==> src/rtl/sig_pkg.sv <==
// Shared definitions for the sigmoid arbiter: Q7.8 data width, the default unit latency and the FSM state type.
package sig_pkg;

  localparam int DATA_W          = 16;
  localparam int DEFAULT_LATENCY = 9;

  typedef enum logic [1:0] {
    RUN,
    DRAIN,
    HALT
  } state_t;

endpackage

==> src/rtl/tag_delay.sv <==
// Fixed-depth delay line that carries request tags alongside the sigmoid unit's pipeline.
module tag_delay #(
  parameter int DEPTH = 9,
  parameter int W     = 3
) (
  input  logic         clk,
  input  logic         rst_n,
  input  logic [W-1:0] din,
  output logic [W-1:0] dout
);

  logic [W-1:0] stage [DEPTH];

  always_ff @(posedge clk) begin
    if (!rst_n) begin
      for (int i = 0; i < DEPTH; i++) stage[i] <= '0;
    end else begin
      stage[0] <= din;
      for (int i = 1; i < DEPTH; i++) stage[i] <= stage[i-1];
    end
  end

  assign dout = stage[DEPTH-1];

endmodule

==> src/rtl/sigmoid_arbiter.sv <==
// Shares one pipelined sigmoid unit among NUM_REQ requesters and routes each result back to its owner.
// Define ARB_FIXED_PRIORITY_EN to replace round-robin arbitration with lowest-index-first.
module sigmoid_arbiter
  import sig_pkg::*;
#(
  parameter int NUM_REQ = 4,
  parameter int LATENCY = DEFAULT_LATENCY
) (
  input  logic                      clk,
  input  logic                      rst_n,
  input  logic [NUM_REQ-1:0]        req_valid,
  input  logic [DATA_W*NUM_REQ-1:0] req_data,
  output logic [NUM_REQ-1:0]        req_ready,
  input  logic                      drain,
  output logic                      sig_ena,
  output logic [DATA_W-1:0]         sig_in,
  input  logic                      sig_valid,
  input  logic [DATA_W-1:0]         sig_out,
  output logic [NUM_REQ-1:0]        rsp_valid,
  output logic [DATA_W-1:0]         rsp_data,
  output logic                      idle,
  output logic                      err
);

  localparam int IDX_W = $clog2(NUM_REQ);
  localparam int TAG_W = IDX_W + 1;
  localparam int CNT_W = $clog2(LATENCY + 2);

  state_t           state, state_nxt;
  logic             grant_any;
  logic             transfer;
  logic [IDX_W-1:0] grant_idx;
  logic [IDX_W-1:0] issue_idx;
  logic [TAG_W-1:0] exit_tag;
  logic             exit_valid;
  logic [IDX_W-1:0] exit_idx;
  logic [CNT_W-1:0] inflight;

`ifdef ARB_FIXED_PRIORITY_EN
  always_comb begin
    grant_any = 1'b0;
    grant_idx = '0;
    for (int k = NUM_REQ - 1; k >= 0; k--) begin
      if (req_valid[k]) begin
        grant_any = 1'b1;
        grant_idx = IDX_W'(k);
      end
    end
  end
`else
  localparam int SUM_W = IDX_W + 1;

  logic [IDX_W-1:0] rr_ptr;
  logic [SUM_W-1:0] probe;

  // Scan requesters starting at rr_ptr, wrapping modulo NUM_REQ.
  always_comb begin
    grant_any = 1'b0;
    grant_idx = '0;
    probe     = '0;
    for (int k = 0; k < NUM_REQ; k++) begin
      probe = {1'b0, rr_ptr} + SUM_W'(k);
      if (probe >= SUM_W'(NUM_REQ)) probe = probe - SUM_W'(NUM_REQ);
      if (!grant_any && req_valid[probe[IDX_W-1:0]]) begin
        grant_any = 1'b1;
        grant_idx = probe[IDX_W-1:0];
      end
    end
  end

  always_ff @(posedge clk) begin
    if (!rst_n) begin
      rr_ptr <= '0;
    end else if (transfer) begin
      rr_ptr <= (grant_idx == IDX_W'(NUM_REQ - 1)) ? '0 : grant_idx + 1'b1;
    end
  end
`endif

  // Grants are suppressed during reset and as soon as drain is requested.
  always_comb begin
    req_ready = '0;
    if (rst_n && state == RUN && !drain && grant_any) req_ready[grant_idx] = 1'b1;
  end

  assign transfer = |(req_valid & req_ready);

  always_ff @(posedge clk) begin
    if (!rst_n) begin
      sig_ena   <= 1'b0;
      sig_in    <= '0;
      issue_idx <= '0;
    end else begin
      sig_ena <= transfer;
      if (transfer) begin
        sig_in    <= req_data[grant_idx*DATA_W +: DATA_W];
        issue_idx <= grant_idx;
      end
    end
  end

  tag_delay #(
    .DEPTH(LATENCY),
    .W    (TAG_W)
  ) u_tag_delay (
    .clk  (clk),
    .rst_n(rst_n),
    .din  ({sig_ena, issue_idx}),
    .dout (exit_tag)
  );

  assign exit_valid = exit_tag[TAG_W-1];
  assign exit_idx   = exit_tag[IDX_W-1:0];

  always_ff @(posedge clk) begin
    if (!rst_n) begin
      inflight <= '0;
    end else begin
      case ({sig_ena, exit_valid})
        2'b10:   inflight <= inflight + 1'b1;
        2'b01:   inflight <= inflight - 1'b1;
        default: inflight <= inflight;
      endcase
    end
  end

  assign idle = (inflight == '0) && !sig_ena;

  // A result without a matching tag (or a tag without a result) is a protocol error and is dropped.
  always_ff @(posedge clk) begin
    if (!rst_n) begin
      rsp_valid <= '0;
      rsp_data  <= '0;
      err       <= 1'b0;
    end else begin
      rsp_valid <= '0;
      if (sig_valid && exit_valid) begin
        rsp_valid[exit_idx] <= 1'b1;
        rsp_data            <= sig_out;
      end
      if (sig_valid != exit_valid) err <= 1'b1;
    end
  end

  always_ff @(posedge clk) begin
    if (!rst_n) state <= RUN;
    else        state <= state_nxt;
  end

  always_comb begin
    state_nxt = state;
    case (state)
      RUN:     if (drain) state_nxt = DRAIN;
      DRAIN:   if (inflight == '0 && !exit_valid) state_nxt = HALT;
      HALT:    if (!drain) state_nxt = RUN;
      default: state_nxt = RUN;
    endcase
  end

endmodule

==> config.mk <==
export PLATFORM = sky130hd
export DESIGN_NAME = sigmoid_arbiter
export DESIGN_NICKNAME = d
export VERILOG_FILES = /design/src/rtl/sig_pkg.sv /design/src/rtl/tag_delay.sv /design/src/rtl/sigmoid_arbiter.sv
export SDC_FILE = /design/constraint.sdc
export NUM_CORES = 1
export LEC_CHECK = 0
export CAP_MARGIN = 20
export CORE_MARGIN = 5
export CORE_UTILIZATION = 43
export DETAILED_ROUTE_END_ITERATION = 10
export PLACE_DENSITY = 0.9
export RECOVER_POWER = 100
export SLEW_MARGIN = 20
export SYNTH_ARGS = -nofsm -noshare
export SYNTH_HDL_FRONTEND = slang
export SYNTH_HIERARCHICAL = 1
export SYNTH_SLANG_ARGS = --single-unit
==> constraint.sdc <==
create_clock -name clk -period 3.25 [get_ports clk]
set_input_delay 0.325 -clock clk [delete_from_list [all_inputs] [get_ports clk]]
set_output_delay 0.325 -clock clk [all_outputs]
set_load 0.02 [all_outputs]
==> impl_metrics.csv <==
group,metric,value,unit
clock_tree,cts.hold.buffers_added,0,
setup_path,crit_arrival,2.67,ns
drt,dr.pass1.iters,4,
grt,grt_antenna_before_repair,0,
synth,ys_warn_count,6,
grt,grt_pass1_vias,3017,
clock_tree,path_clk_slew,0.07,ns
place,dp_hpwl,6436,um
grt,grt_util_met1,0.2097,
clock_tree,clkSinkCount,75,
floorplanning,start_util,0.4437,
min_path,holdCritPathClass,"register to register",
synth,ys_ff_latch,75,
cells_and_area,num_antenna_cells,0,
clock_tree,htree_levels,3,
setup_path,critical_path.startpoint,"req_valid[2]",
drt,via_count,2905,
timing,period_minus_slack,2.993,ns
synth,synth_largest_area_cell,"dfxtp_1",
drt,drc,0,
synth,synth_edf_count,0,
floorplanning,dieHeight,96.51,um
timing,fmax,334.1,MHz
clock_tree,root_buffer,"clkbuf_8",
synth,synth_top_area_frac,0.4666,
timing,slew_violations,49,
cells_and_area,final_util,0.6555,
setup_path,startpoint_type,"primary input",
grt,grt_usage,0.1886,
floorplanning,pin_count,131,
drt,drt_iter0_drc,60,
power,cellLeakagePower,2.016,nW
cells_and_area,nNetsFinal,552,
synth,avgSynthCellArea,9.606,um2
synth,async_flop_share,0,
clock_tree,clk_latency,0.34,ns
grt,grt_util_met3,0.06739,
timing,relSlewSlack,-0.05601,
setup_path,cp.required,2.92,ns
timing,finalHoldViolCount,0,
timing,tns,0,ns
floorplanning,core,7253,um2
grt,use_met2,0.3190,
floorplanning,dieWidth,96.51,um
setup_path,r2r_setup_slack,0.68,ns
setup_path,reg2reg_depth,10,
grt,grt_max_degree,49,
grt,grt_overflow,0,
synth,netlist_area,3218,um2
outcome,violations,"max-capacitance violations, max-slew violations",
clock_tree,cts_repair_resize_count,0,
clock_tree,post_cts_buffers,0,
cells_and_area,fillers,592,
timing,setup_ws,0.2570,ns
timing,worst_pin_slew,1.584,ns
setup_path,path_class,"primary input to primary output",
setup_path,r2r-end,"sig_in[14]",
drt,wl_per_cell,14.67,um
power,p_total,2.156,mW
setup_path,cp-end-kind,"primary output",
synth,synth_cell_types,38,
setup_path,critPathCapture,"req_ready[1]",
floorplanning,placement_rows,31,
clock_tree,clockBufferDepth,2,
setup_path,cp_max_fo,18,
power,p_per_area,453.5,nW/um2
power,ir_drop,0.0002457,V
synth,yosysSeqAreaShare,0.4666,
synth,synth_area_leaders,"dfxtp_1, a211oi_1, and3_1, mux2i_1, and2_2",
place,pre_cts_slack,0.4107,ns
drt,viasPerCell,5.178,
clock_tree,cts_tree,"yes",
grt,busiest_layer,"met2",
synth,synth-main-ff-cell,"dfxtp_1",
synth,yosys-top-cells-count,"dfxtp_1, and3_1, nor2_1, a211oi_1, and2_2",
timing,skew,0.01102,ns
outcome,status,"finished with violations",
place,port_buffers,130,
drt,drtAntennaViolNets,0,
cells_and_area,area_delta_synth_final,47.74,%
floorplanning,dieArea,9314,um2
timing,rsz0062_at_grt,"false",
cells_and_area,layout-drive-gt1-share,0.1039,
timing,finalSetupViolations,0,
setup_path,reg2reg_from,"rr_ptr[1]",
synth,synth_nets,430,
synth,syn_inst,335,
grt,grt_pass1_wl,13540,um
run,drv_cap,1,
synth,yosysMostFrequentCell,"dfxtp_1",
min_path,hold_depth,1,
clock_tree,cts_buffers,9,
drt,wl,8230,um
place,place.gp.congestion,0.8768,
timing,finalCritPeriodShare,0.9209,
-- flip-flops by register name (all words and copies together), names as in the netlist --
signal             count
err                    1
inflight               4
issue_idx              2
rr_ptr                 2
rsp_data              16
rsp_valid              4
sig_ena                1
sig_in                16
state                  2
u_tag_delay/stage     27
-- layout by cell type (no fill, tap or decap), drive strengths merged, types with 2 or more instances in the layout --
master / count
xor2: 2
dfxtp: 75
a211oi: 32
ha: 6
and2: 29
o21ai: 2
o21bai: 2
or4: 2
o31ai: 16
bufinv: 2
a21oi: 6
nand2: 4
clkdlybuf4s50: 89
clkinv: 2
nand3: 18
nor2: 33
mux2i: 20
nor2b: 4
buf: 5
clkbuf: 15
dlygate4sd3: 41
nor3: 3
inv: 10
and3: 34
-- worst min path at each step --
stage / from / end / slack, ns
after floorplan: u_tag_delay/stage[0][10] / u_tag_delay/stage[0][13] / 0.41
after global placement: u_tag_delay/stage[0][19] / u_tag_delay/stage[0][22] / 0.41
after detailed placement: u_tag_delay/stage[0][18] / u_tag_delay/stage[0][21] / 0.42
after CTS: u_tag_delay/stage[0][20] / u_tag_delay/stage[0][23] / 0.45
after global routing: u_tag_delay/stage[0][13] / u_tag_delay/stage[0][16] / 0.46
final: u_tag_delay/stage[0][2] / u_tag_delay/stage[0][5] / 0.44
-- where the power goes --
| group | leakage, nW | switching, mW | internal (mW) |
|---|---|---|---|
| clock network | 0.111 | 0.321 | 0.454 |
| registers | 0.608 | 0.0236 | 0.955 |
| logic | 1.30 | 0.194 | 0.209 |
-- cell type report --
type                       count  area [um2]  share of cell area
clock buffer                  12       145.1             0.03053
tap                           99       123.9             0.02605
inverter                      10       37.54            0.007895
multi-input combinational    223        1520              0.3197
sequential                    75        1501              0.3158
timing repair buffer         138        1353              0.2845
clock inverter                 4       73.82             0.01553
-- through the flow --
step                area (um2)  cells  hold WS, ns
floorplan                 3218    335       0.4119
global placement          4544    545       0.4148
detailed placement        4544    545       0.4240
CTS                       4763    561       0.4453
global route              4755    561       0.4600
finish                    4755    561       0.4418
-- metal layers --
| metal | vias up | part of all wire |
|---|---|---|
| met5 | - | 0 |
| met4 | 0 | 0.030 |
| met1 | 1317 | 0.39 |
| li1 | 1427 | - |
| met3 | 20 | 0.11 |
| met2 | 141 | 0.47 |
-- worst max-delay path, stage by stage --
cell	delay, ns
dlygate4sd3_1	0.61
nor2b_1	0.18
and2b_1	0.17
nor3_2	0.31
inv_2	0.08
buf_4	0.21
nor2_1	0.11
dlygate4sd3_1	0.68
-- cell families (layout without fill, tap and decap cells) --
logic type / Yosys count / after routing / synth area share
multiplexers: 20 / 20 / 0.06221
adder cells (fa/ha/maj): 7 / 7 / 0.02955
buffers and inverters: 37 / 164 / 0.06104
XOR/XNOR: 3 / 3 / 0.008166
AO/OA/AOI/OAI: 62 / 62 / 0.1427
flip-flops: 75 / 75 / 0.4666
AND/OR/NAND/NOR: 131 / 131 / 0.2298
No activity file was read; power rests on OpenSTA's default activity.
